==> src/rtl/axi_rd_port_arb.sv <==
// axi_rd_port_arb: NPORT-client AXI3 read arbiter, one outstanding single-beat read per port, tagged arid = port index.
// Optional feature macro AXI_RD_ARB_RR_EN selects round-robin grants; when undefined the lowest eligible port wins.
module axi_rd_port_arb #(
   parameter int NPORT  = 2,
   parameter int ADDR_W = 32,
   parameter int DATA_W = 32,
   parameter int ID_W   = 4
) (
   input  logic                    clk,
   input  logic                    resetn,
   // Client side: req_ready is a one-cycle combinational grant pulse while req_valid is held;
   // resp_valid is a one-cycle pulse that clients must accept (no back-pressure).
   input  logic [NPORT-1:0]        req_valid,
   input  logic [NPORT*ADDR_W-1:0] req_addr,
   output logic [NPORT-1:0]        req_ready,
   output logic [NPORT-1:0]        resp_valid,
   output logic [NPORT*DATA_W-1:0] resp_data,
   output logic [NPORT-1:0]        resp_err,
   output logic [NPORT-1:0]        busy,
   output logic                    unexp_rid,
   output logic [ID_W-1:0]         arid,
   output logic [ADDR_W-1:0]       araddr,
   output logic [3:0]              arlen,
   output logic [2:0]              arsize,
   output logic [1:0]              arburst,
   output logic [1:0]              arlock,
   output logic [3:0]              arcache,
   output logic [2:0]              arprot,
   output logic                    arvalid,
   input  logic                    arready,
   input  logic [ID_W-1:0]         rid,
   input  logic [DATA_W-1:0]       rdata,
   input  logic [1:0]              rresp,
   input  logic                    rlast,
   input  logic                    rvalid,
   output logic                    rready,
   output logic                    ar_state
);

   typedef enum logic {
      AR_IDLE  = 1'b0,
      AR_ISSUE = 1'b1
   } ar_state_e;

   ar_state_e            state_q, state_d;
   logic [NPORT-1:0]     eligible;
   logic                 grant_any;
   logic [ID_W-1:0]      grant_idx;
   logic [ADDR_W-1:0]    grant_addr;
   logic                 take;
   logic                 r_fire;
   logic [NPORT-1:0]     r_hit;

   assign arlen    = 4'd0;
   assign arsize   = 3'($clog2(DATA_W / 8));
   assign arburst  = 2'b01;
   assign arlock   = 2'b00;
   assign arcache  = 4'd0;
   assign arprot   = 3'd0;
   assign rready   = 1'b1;
   assign ar_state = (state_q == AR_ISSUE);

   // busy is registered, so a port whose response is landing this cycle is still excluded.
   assign eligible = req_valid & ~busy;

`ifdef AXI_RD_ARB_RR_EN
   localparam int PTR_W = (NPORT > 1) ? $clog2(NPORT) : 1;

   logic [PTR_W-1:0] ptr_q;

   always_comb begin
      int idx;
      idx       = 0;
      grant_any = 1'b0;
      grant_idx = '0;
      for (int i = 0; i < NPORT; i++) begin
         idx = int'(ptr_q) + i;
         if (idx >= NPORT) idx = idx - NPORT;
         if (!grant_any && eligible[idx[PTR_W-1:0]]) begin
            grant_any = 1'b1;
            grant_idx = ID_W'(idx);
         end
      end
   end

   always_ff @(posedge clk or negedge resetn) begin
      if (!resetn) begin
         ptr_q <= '0;
      end else if (take) begin
         ptr_q <= (int'(grant_idx) + 1 >= NPORT) ? '0 : PTR_W'(int'(grant_idx) + 1);
      end
   end
`else
   always_comb begin
      grant_any = 1'b0;
      grant_idx = '0;
      for (int i = NPORT - 1; i >= 0; i--) begin
         if (eligible[i]) begin
            grant_any = 1'b1;
            grant_idx = ID_W'(i);
         end
      end
   end
`endif

   // Gating with resetn keeps req_ready low while reset is held, even with requests pending.
   assign take = (state_q == AR_IDLE) && grant_any && resetn;

   always_comb begin
      req_ready  = '0;
      grant_addr = '0;
      for (int p = 0; p < NPORT; p++) begin
         req_ready[p] = take && (grant_idx == ID_W'(p));
         if (grant_idx == ID_W'(p)) grant_addr = req_addr[p*ADDR_W +: ADDR_W];
      end
   end

   always_comb begin
      state_d = state_q;
      case (state_q)
         AR_IDLE:  if (take) state_d = AR_ISSUE;
         AR_ISSUE: if (arvalid && arready) state_d = AR_IDLE;
         default:  state_d = AR_IDLE;
      endcase
   end

   always_ff @(posedge clk or negedge resetn) begin
      if (!resetn) state_q <= AR_IDLE;
      else         state_q <= state_d;
   end

   always_ff @(posedge clk or negedge resetn) begin
      if (!resetn) begin
         arvalid <= 1'b0;
         araddr  <= '0;
         arid    <= '0;
      end else if (take) begin
         arvalid <= 1'b1;
         araddr  <= grant_addr;
         arid    <= grant_idx;
      end else if (arvalid && arready) begin
         arvalid <= 1'b0;
      end
   end

   // Beats without rlast are protocol errors for single-beat reads and are ignored outright.
   assign r_fire = rvalid && rlast;

   always_comb begin
      r_hit = '0;
      for (int p = 0; p < NPORT; p++) begin
         r_hit[p] = r_fire && (rid == ID_W'(p)) && busy[p];
      end
   end

   always_ff @(posedge clk or negedge resetn) begin
      if (!resetn) begin
         busy       <= '0;
         resp_valid <= '0;
         resp_data  <= '0;
         resp_err   <= '0;
         unexp_rid  <= 1'b0;
      end else begin
         busy       <= (busy | req_ready) & ~r_hit;
         resp_valid <= r_hit;
         unexp_rid  <= unexp_rid | (r_fire && (r_hit == '0));
         for (int p = 0; p < NPORT; p++) begin
            if (r_hit[p]) begin
               resp_data[p*DATA_W +: DATA_W] <= rdata;
               resp_err[p]                   <= (rresp != 2'b00);
            end
         end
      end
   end

   a_ar_hold: assert property (@(posedge clk) disable iff (!resetn)
      (arvalid && !arready) |=> (arvalid && $stable(araddr) && $stable(arid)));

   a_grant_onehot: assert property (@(posedge clk) disable iff (!resetn)
      $onehot0(req_ready));

   a_grant_not_busy: assert property (@(posedge clk) disable iff (!resetn)
      (req_ready & busy) == '0);

endmodule

==> config.mk <==
export PLATFORM = sky130hd
export DESIGN_NAME = axi_rd_port_arb
export DESIGN_NICKNAME = d
export VERILOG_FILES = /design/src/rtl/axi_rd_port_arb.sv
export SDC_FILE = /design/constraint.sdc
export NUM_CORES = 1
export LEC_CHECK = 0
export ABC_AREA = 1
export CAP_MARGIN = 10
export CORE_ASPECT_RATIO = 2
export CORE_MARGIN = 2
export CORE_UTILIZATION = 36
export CTS_CLUSTER_SIZE = 20
export DETAILED_ROUTE_END_ITERATION = 7
export PLACE_DENSITY = 0.79
export SYNTH_ARGS = -nofsm -noshare
export SYNTH_HDL_FRONTEND = slang
export SYNTH_SLANG_ARGS = --single-unit
==> constraint.sdc <==
create_clock -name clk -period 1.12 [get_ports clk]
set_input_delay 0.224 -clock clk [delete_from_list [all_inputs] [get_ports clk]]
set_output_delay 0.224 -clock clk [all_outputs]
set_load 0.005 [all_outputs]
Word-level counts from Yosys, hierarchy flattened

Cells that the tools add are included.

Mux-type cells: 11
Eq/ne operators: 2
Reductions and logical operators: 16
Bitwise gates (word level): 7

Operators by type and width:

| kind               | count |
|---|---|
| $mux 32            | 2 |
| $logic_and 1x1->1  | 11 |
| $eq 4x1->1 const B | 2 |
| $logic_not 4->1    | 2 |
| $mux 1             | 8 |
| $and 2x2->2        | 2 |
| $not 2->2          | 2 |
| $reduce_bool 2->1  | 2 |
| $logic_not 2->1    | 1 |
| $or 2x2->2         | 1 |
| $pmux 1 s2         | 1 |
| $not 1->1          | 1 |
| $or 1x1->1         | 1 |

Register bits: 109
Output and inout port bits: 130
Input bits: 109

Longest topological paths before layout

Gate-level depths: netlist (run 1).

Word-level depth: 9
Depth in mapped cells: 8
Mapped depth without buffers: 7

Worst setup path before layout (run 1)

No wires, ideal clock.

Path type: reg2out
Start: register busy[1]
End: output req_ready[1]
Arrival time: 1032 ps
Path buffers: 1
Stages on the path, launching flop included: 7
Setup slack: -136 ps
Cells stage by stage: dfrtp_1 > inv_2 > nand2_1 > nor2_4 > buf_4 > nand2_1 > inv_1

Word-level cells in the longest chain between the ends: 7
Elaborated cells on any way between the ends: 10

Ends and longest elaborated chain:

| what                                               | RTL line | source |
|---|---|---|
| start: declaration                                 | 19       | `output logic [NPORT-1:0] busy,` |
| start signal: assignment                           | 164      | `busy <= (busy \| req_ready) & ~r_hit;` |
| $not 2->2 *                                        | 64       | `assign eligible = req_valid & ~busy;` |
| $and 2x2->2 *                                      | 64       |  |
| branches (longest 4 deep; another with $eq 4x1->1) | -        |  |
| $logic_and 1x1->1 *                                | 113      | `req_ready[p] = take && (grant_idx == ID_W'(p));` |
| end: declaration                                   | 15       | `output logic [NPORT-1:0] req_ready,` |

Every way passes the cells marked *.

Worst setup path in the final report (run 1)

Start: register busy[1]
End: register resp_data[39]

Word-level cells in the longest chain between the ends: 1

Ends and longest elaborated chain:

| what                           | RTL line | source |
|---|---|---|
| $logic_and 1x1->1              | 152      | `r_hit[p] = r_fire && (rid == ID_W'(p)) && busy[p];` |
| end signal: indexed assignment | 169      | `resp_data[p*DATA_W +: DATA_W] <= rdata;` |
| end: declaration               | 17       | `output logic [NPORT*DATA_W-1:0] resp_data,` |

No other way between the ends.
A chain may end at the register's enable or synchronous reset.

==> results, run 1 <==
- The run finished, with violations left.
- The final reports fail on negative hold slack, negative setup slack.
- The floorplan has 59 rows.
- The clock-pin transition on the worst setup and hold timing paths is around 70 ps.
- The worst flop-to-flop path endpoint is resp_data[39]$_DFFE_PN0P_.
- Registers take between 2000 and 3000 um2.
- Input and output buffers added on the ports amount to around 220.
- STA classifies the critical path endpoint as a register.
- The count of nets left with antenna violations once routing finished came out at 0.
- The worst setup path startpoint is busy[1]$_DFF_PN0_.
- The critical path is of the register to register type.
- The cell count after synthesis came out at ~560.
- During synthesis, Yosys emitted a total of 0 warnings.
- The share of final-layout standard cells stronger than drive strength 1 is 42.5%.
- The total area inside the core boundary comes to roughly 13000 um2.
- The number of nets at the end of the flow is about 980.
- The TritonCTS clock tree is built.
- The accumulated negative setup slack is -28900 ps.
- Setup repair after global routing could not meet its margin everywhere.
- After layout, the minimum clock period comes to 1460 ps.
- The fraction of met3 tracks used by global routing is under 10%.
- The footprint of the multi-input gates is 2080 um2.
- The critical path endpoint is resp_data[39]$_DFFE_PN0P_.
- The maximum fanout count along the critical path is 9.
- The reg-to-reg critical path startpoint is busy[1]$_DFF_PN0_.
- Of the total synthesized cell area, the portion taken by full adders, half adders and majority gates is 0%.
- Setup violations remaining at the end of the flow were counted as approximately 120.
- From left edge to right edge, the die measures 84.7 um.
- The first-pass GRT wire length is between 20000 and 25000 um.
- The routed length per instance is 16.0 um.
- In the global route stage, met1 resource usage came out at around 26%.
- Detailed placement ended at an HPWL of about 9500 um.
- The initial antenna violation count is 1.
- The clock passes through at most 2 buffers.
- STA classifies the critical path startpoint as a register.
- In the finished design, the share of the clock period the worst path needs comes to 130%.
- The post-detailed-route DRC marker count is 0.
- Before antenna repair, the detailed router went through 4 iterations.
- Wires add up to roughly 16000 um.
- The vertical die dimension is 165 um.
- After the first detailed-routing iteration, the DRC count stood at around 160.
- The number of global-route vias before repair is approximately 4600.
- The arrival time of the worst setup path is around 1700 ps.
- After synthesis, the largest family of logic cells by area is simple AND/OR/NAND/NOR gates.
- Max-cap violations in this run came to 0.
- Averaged over all synthesized cells, the footprint is between 8 and 9 um2.
- The H-tree depth reported by CTS is 3.
- For this configuration, the core starts out at a cell density of between 30% and 40%.
- The complex-gate fraction of the synthesized area is under 10%.
- After routing the design area is 8440 um2.
- The number of filler instances in the final layout is about 1000.
- The cell area power density is roughly 1800 nW/um2.
- The area growth from synthesis to layout is 80.2%.
- The final critical-path setup slack is -341 ps.
- Of the total synthesized cell area, the portion taken by AND, OR, NAND and NOR gates is between 20% and 30%.
- The count of placed standard cells including taps is a little over 900.
- The number of hold violations in the final report is 28.
- The largest net degree at the start of global routing is 79.
- In the routed layout, each cell is associated on average with a via count of between 4 and 5.
- Summed over all layers, the global routing overflow is 0.
- The synthesized-area fraction occupied by xor and xnor cells is 0%.
- The fraction of the yosys area taken by sequential cells is between 50% and 60%.
- Across the routed clock network, the largest skew measured is 9.18 ps.
- The register-to-register setup slack is -340 ps.
- The count of unique library cells instantiated by Yosys is 22.
- The share of synthesized area spent on multiplexers is 0%.
- The busiest metal layer after global routing is met2.
- The met2 track demand over resource is 36.1%.
- In this run the static leakage power is ~4.6 nW.
- Total power for the finished layout comes to 15.4 mW.
- The count of state elements after synthesis is between 100 and 150.
- The path class of the lowest-slack min-delay path is primary input to asynchronous set/reset pin.
- The timing-limited maximum frequency is roughly 700 MHz.
- The clock net sink count is 106.
- The number of max-slew violations in the final report is 0.
- The root buffer cell is sky130_fd_sc_hd__clkbuf_16.
- The cell area after placement is 7070 um2.
- The cell depth of the worst flop-to-flop path is 7.
- VDD sags by at most slightly below 1 mV.
- The number of vias after detailed routing is approximately 4800.
- Hold timing on the final database bottoms out at a slack of -66.0 ps.
- The data required time at the worst endpoint is between 1000 and 1500 ps.
- At the later pin of the worst-skew pair, clock insertion delay measures between 300 and 400 ps.
- The floorplan die area is between 10000 and 15000 um2.
- The mapped netlist covers ~4700 um2.
- The total I/O pin count is ~240.
- After the flow finishes, the layout carries non-filler instances totaling slightly above 1000.
- Buffers inserted during clock tree synthesis total 9.
- The total routing usage reported by global routing is between 20% and 30%.
- Routability-driven placement finished with a final weighted congestion of approximately 0.76.
## worst max-delay path, stage by stage, from the launching register on
cell                      delay, ps
sky130_fd_sc_hd__dfrtp_1        380
sky130_fd_sc_hd__buf_6          120
sky130_fd_sc_hd__buf_6          100
sky130_fd_sc_hd__nand4_4        250
sky130_fd_sc_hd__buf_6          250
sky130_fd_sc_hd__buf_16         150
sky130_fd_sc_hd__nand2_4         50
sky130_fd_sc_hd__o21ai_2         50
## sequential cells by signal, indices dropped and copies added (netlist names)
signal      count
resp_valid      2
araddr         32
unexp_rid       1
busy            2
resp_data      64
arid            1
ar_state        1
arvalid         1
resp_err        2
## stage by stage
stage | hold WS, ps | util (%) | setup slack (ps)
after floorplan | -71.6 | - | -35.4
after global placement | 293 | 55.1 | -722
after detailed placement | 308 | 55.1 | -750
after CTS | -71.1 | 61.2 | -319
after global routing | -49.3 | 65.7 | -395
final | -66.0 | 65.7 | -341
## synth_stat cells, drive strengths merged
library cell	instances	area [um2]
nand2	272	1020
nand4	1	12.5
buf	44	328
nand3	2	15.0
a21boi	1	11.3
inv	45	169
a21oi	1	5.00
conb	2	7.51
dfrtp	106	2650
nor2	9	56.3
o21ai	69	390
clkbuf	4	16.3
## layer usage
metal / wire, um / up-vias
li1: - / 2296
met1: 6430 / 2297
met2: 8310 / 199
met3: 1440 / 11
met4: 255 / 0
met5: 0 / -
## cells by family after synthesis
group                  after synthesis
other                                2
buffers and inverters               93
DFF                                106
and+or+nand+nor                    284
AOI/OAI and AO/OA                   71
## placed cells by master (no fill, tap or decap)
cell / count
sky130_fd_sc_hd__clkbuf_8: 1
sky130_fd_sc_hd__buf_12: 10
sky130_fd_sc_hd__nand3_1: 1
sky130_fd_sc_hd__a21oi_1: 1
sky130_fd_sc_hd__nand2_2: 52
sky130_fd_sc_hd__inv_6: 2
sky130_fd_sc_hd__nand3_4: 1
sky130_fd_sc_hd__inv_1: 40
sky130_fd_sc_hd__nand2_1: 193
sky130_fd_sc_hd__buf_16: 11
sky130_fd_sc_hd__nor2_4: 6
sky130_fd_sc_hd__inv_4: 1
sky130_fd_sc_hd__inv_2: 4
sky130_fd_sc_hd__dfrtp_1: 106
sky130_fd_sc_hd__conb_1: 22
sky130_fd_sc_hd__clkinv_4: 1
sky130_fd_sc_hd__buf_2: 103
sky130_fd_sc_hd__o21ai_0: 6
sky130_fd_sc_hd__clkinv_2: 2
sky130_fd_sc_hd__a21boi_4: 1
sky130_fd_sc_hd__nand4_4: 1
sky130_fd_sc_hd__o21ai_2: 37
sky130_fd_sc_hd__clkbuf_16: 13
sky130_fd_sc_hd__nor2_2: 2
sky130_fd_sc_hd__clkdlybuf4s50_1: 105
sky130_fd_sc_hd__buf_8: 3
sky130_fd_sc_hd__nand2_4: 27
sky130_fd_sc_hd__dlygate4sd2_1: 2
sky130_fd_sc_hd__o21ai_4: 1
sky130_fd_sc_hd__nor2_1: 1
sky130_fd_sc_hd__bufbuf_16: 1
sky130_fd_sc_hd__buf_6: 28
sky130_fd_sc_hd__o21ai_1: 25
sky130_fd_sc_hd__clkbuf_1: 1
sky130_fd_sc_hd__diode_2: 1
sky130_fd_sc_hd__clkdlybuf4s15_2: 1
sky130_fd_sc_hd__buf_4: 63
## power breakdown
group / switching, mW / total, mW / leakage (nW) / internal, mW
logic: 2.98 / 6.61 / 3.05 / 3.63
registers: 0.782 / 5.82 / 1.36 / 5.04
clock network: 1.41 / 2.99 / 0.140 / 1.58
## what timing repair did
action,4_1_cts,5_1_grt
pin swaps,28,10
setup endpoints to repair,211,142
resized for setup,539,103
hold endpoints to repair,28,28
setup buffers,48,26
gates cloned,14,7
## area by class of cell
| class | instances | share of cell area, % |
|---|---|---|
| multi-input cells | 377 | 24.7 |
| diodes | 1 | 0.0296 |
| repair buffers | 331 | 36.3 |
| well taps | 152 | 2.25 |
| clock inverters | 5 | 0.430 |
| flip-flops and latches | 106 | 31.4 |
| inverters | 45 | 2.03 |
| clock buffers | 11 | 2.87 |
## worst min-delay path by stage
| stage | cells after the start | slack [ps] | end | start |
|---|---|---|---|---|
| after floorplan | 0 | -70 | ar_state$_DFF_PN0_ | resetn |
| after detailed placement | 2 | 310 | resp_data[51]$_DFFE_PN0P_ | resetn |
| after global placement | 2 | 290 | resp_data[51]$_DFFE_PN0P_ | resetn |
| final | 2 | -70 | resp_data[19]$_DFFE_PN0P_ | resetn |
| after global routing | 2 | -50 | resp_data[19]$_DFFE_PN0P_ | resetn |
| after CTS | 2 | -70 | resp_data[19]$_DFFE_PN0P_ | resetn |
(Power assumes the default switching activity.)
==> run 2, diff against run 1 <==
--- a/config.mk
+++ b/config.mk
@@ -8,7 +8,7 @@
 export ABC_AREA = 1
 export CAP_MARGIN = 10
 export CORE_ASPECT_RATIO = 2
-export CORE_MARGIN = 2
+export CORE_MARGIN = 4
 export CORE_UTILIZATION = 36
 export CTS_CLUSTER_SIZE = 20
 export DETAILED_ROUTE_END_ITERATION = 7
==> run 2 against run 1 <==
The run ends with negative setup slack left. Cell area down 2.2%. Worst hold slack better by 130 ps. Power decreased by 1.2%. Flip-flop and latch count unchanged. Fmax decreased by 0.57%. Cell count is 0.78% lower. Clock skew grew 4.9 ps. Clock power up 4%. Setup slack worse by 8.4 ps. Sequential power is 2% lower.
==> results, run 2 (synthesis results as in run 1) <==
- The flow ran to the end, but the final reports show violations.
- The final reports fail on negative setup slack.
- The register with the most flip-flops in the final layout is resp_data.
- In this run the worst hold path is classified as primary input to asynchronous set/reset pin.
- The aggregate global routing overflow is 0 (unchanged).
- The maximum resistive drop on vdd came to 1.11 mV (+15%).
- Relative to the synthesized area, the layout overhead comes to 76.2%.
- The effective utilization at floorplan is 36.9% (+0.42 points).
- The worst-margin pin slew is between 700 and 800 ps.
- The clock-pin transition on the worst setup and hold timing paths is 80 ps (about the same).
- The floorplan die area is 15000 um2 (+7.3%).
- The delay of the slowest cell on the worst path is 390 ps (about the same).
- The count of routing violations after the opening detailed-route iteration is 123 (-25%).
- The critical path endpoint category is an output port.
- The final RePlAce weighted congestion is 0.779 (+2.3%).
- The number of vias after detailed routing came to 4729 (-1.5%).
- The core footprint is 12700 um2 (-1.1%).
- The number of failing setup endpoints in the final timing report is 116 (+0.87%).
- The share of final-layout standard cells stronger than drive strength 1 is 38.2% (-4.4 points).
- The post-detailed-route via-to-cell ratio is 4.64 (-0.77%).
- The H-tree depth reported by CTS came to 3 (unchanged).
- The number of rows in the core area was 58 (-1.7%).
- The worst-case clock skew is 14.1 ps (+4.88 ps).
- The tree is rooted in a sky130_fd_sc_hd__clkbuf_16.
- The number of buffer cells added on primary ports is 216 (unchanged).
- The type of element launching the critical path is a register.
- The max-cap check violation count is 0 (unchanged).
- The number of flip-flops under the largest register name is 64 (unchanged).
- The cell area power density is 1850 nW/um2 (+1.1%).
- The final critical-path share of the clock period was 131% (+0.75 points).
- The total chip power came to 15.2 mW (-1.2%).
- The data required time at the worst endpoint is 900 ps (-450 ps).
- The leading cell type in the layout, fill and taps excluded is sky130_fd_sc_hd__nand2_1.
- In this run the tightest slew margin relative to its limit is a little over half.
- The total I/O pin count was 239 (unchanged).
- The HPWL after detailed placement is 10300 um (+8.1%).
- The master of the slowest instance on the critical path is sky130_fd_sc_hd__dfrtp_1.
- The number of hold violations in the final report came to 0 (-100%).
- In the layout the commonest cells are sky130_fd_sc_hd__nand2_1 (232), sky130_fd_sc_hd__clkdlybuf4s50_1 (106), sky130_fd_sc_hd__dfrtp_1 (105), sky130_fd_sc_hd__buf_2 (102), sky130_fd_sc_hd__buf_4 (65).
- The path type of the worst setup path is register to output port.
- The number of detailed-route iterations in the first pass is 4 (unchanged).
- The residual antenna-violating net count after detailed routing is 0 (unchanged).
- The die boundary width is 88.7 um (+4.7%).
- The number of buffers created by CTS came to 9 (unchanged).
- The largest registers in the layout are resp_data x64, araddr x32.
- The cell that appears most often on the critical path is sky130_fd_sc_hd__buf_6.
- The accumulated negative setup slack is -24410 ps (+4490 ps).
- The total wirelength of the detailed-routed design is 16800 um (+2.3%).
- The final critical-path setup slack came to -349 ps (-8.40 ps).
- The antenna cell count is 0 (-1).
- The number of max-slew violations in the final report came to 0 (unchanged).
- The vertical die dimension is 169 um (+2.4%).
- The largest net degree at the start of global routing is 58 (-27%).
- The final critical path time including I/O delays and setup is 1470 ps (+8.40 ps).
- The maximum fanout count along the critical path came to 2 (-7).
- The routed length per instance is 16.5 um (+3.1%).
- The post-detailed-route DRC marker count came to 0 (unchanged).
- The initial antenna violation count came to 0 (-1).
- The timing-limited maximum frequency is 681 MHz (-0.57%).
- The number of nets at the end of the flow is 974 (-0.51%).
- The maximum count of clock buffers along a single path is 2 (unchanged).
- The first-pass GRT wire length came to 23300 um (-2.0%).
- The leakage power total is 4.47 nW (-1.7%).
- The clock latency on the worst-skew pair was 340 ps (about the same).
- The arrival time of the worst setup path came to 1250 ps (-440 ps).
- Traced cell by cell, the critical path runs through buf_6 > inv_4 > nand2_4 > nor2_4 > nand2_2 > inv_2 > buf_6.
- The TritonCTS clock tree is built.
- Setup repair after global routing could not meet its margin everywhere.
- The clock net sink count is 106 (unchanged).
- The total routing usage reported by global routing is 20.4% (-1.3 points).
- The number of global-route vias before repair came to 4563 (-0.088%).
run 2: worst max-delay path, delay by kind of cell, from the launching register on:
kind / cells / cell delay (ps)
buf+inv: 4 / 310
simple gates: 3 / 210
flops: 1 / 390
run 2: per-stage QoR:
stage                     util, %  cells  area [um2]  hold WS (ps)  setup slack, ps
after global routing         65.0   1020        8260           137             -452
after detailed placement     55.5    922        7050           109             -642
after global placement       55.5    922        7050           104             -613
after floorplan                 -    576        4780         -71.6            -35.4
final                        65.0   1020        8260          68.8             -349
after CTS                    60.3    984        7660          91.4             -376
run 2: per-layer routing:
metal  up-vias  GRT usage (%)  share of wire [%]
met5         -              0                  0
met4         0           10.0                4.1
met3        38           3.55                5.7
met2       202           38.0                 56
met1      2211           20.9                 34
li1       2278              -                  -
run 2: timing repair:
item	in CTS	in global routing
pin swaps	8	6
setup buffers	38	38
cloned	11	7
resized for setup	541	84
setup endpoints to repair	211	157
endpoints found under the hold margin	1	0
hold buffers	1	0
run 2: final cells by class:
| class | instances | area [um2] |
|---|---|---|
| fill | 1001 | 4440 |
| multi-input combinational | 377 | 2000 |
| clock inverter | 6 | 56.3 |
| timing repair buffer | 326 | 2940 |
| inverter | 45 | 181 |
| clock buffer | 10 | 239 |
| sequential | 106 | 2650 |
| tap | 150 | 188 |
run 2: power by group:
group / internal [mW] / leakage [nW] / switching, mW / total [mW]
sequential: 5.04 / 1.36 / 0.687 / 5.72
clock: 1.62 / 0.144 / 1.50 / 3.12
combinational: 3.44 / 2.97 / 2.96 / 6.40
total: 10.1 / 4.47 / 5.15 / 15.2
run 2: path summary, 6_finish.rpt:
path	start	end	slack [ps]	cells after the start
max reg2reg	busy[1]$_DFF_PN0_	araddr[22]$_DFFE_PN0P_	-350	9
min reg2reg	araddr[2]$_DFFE_PN0P_	araddr[2]$_DFFE_PN0P_	480	2
max	busy[1]$_DFF_PN0_	req_ready[1]	-350	7
max in group asynchronous	resetn	resp_data[6]$_DFFE_PN0P_	510	3
min	resetn	araddr[16]$_DFFE_PN0P_	70	3
min in group clk	rdata[11]	resp_data[11]$_DFFE_PN0P_	440	3
==> run 3, diff against run 2 <==
--- a/config.mk
+++ b/config.mk
@@ -6,13 +6,14 @@
 export NUM_CORES = 1
 export LEC_CHECK = 0
 export ABC_AREA = 1
-export CAP_MARGIN = 10
+export CAP_MARGIN = 20
 export CORE_ASPECT_RATIO = 2
 export CORE_MARGIN = 4
 export CORE_UTILIZATION = 36
 export CTS_CLUSTER_SIZE = 20
 export DETAILED_ROUTE_END_ITERATION = 7
 export PLACE_DENSITY = 0.79
+export SLEW_MARGIN = 20
 export SYNTH_ARGS = -nofsm -noshare
 export SYNTH_HDL_FRONTEND = slang
 export SYNTH_SLANG_ARGS = --single-unit
==> results of run 3 <==
Final layout, timing and power as in run 2 (identical DEF).
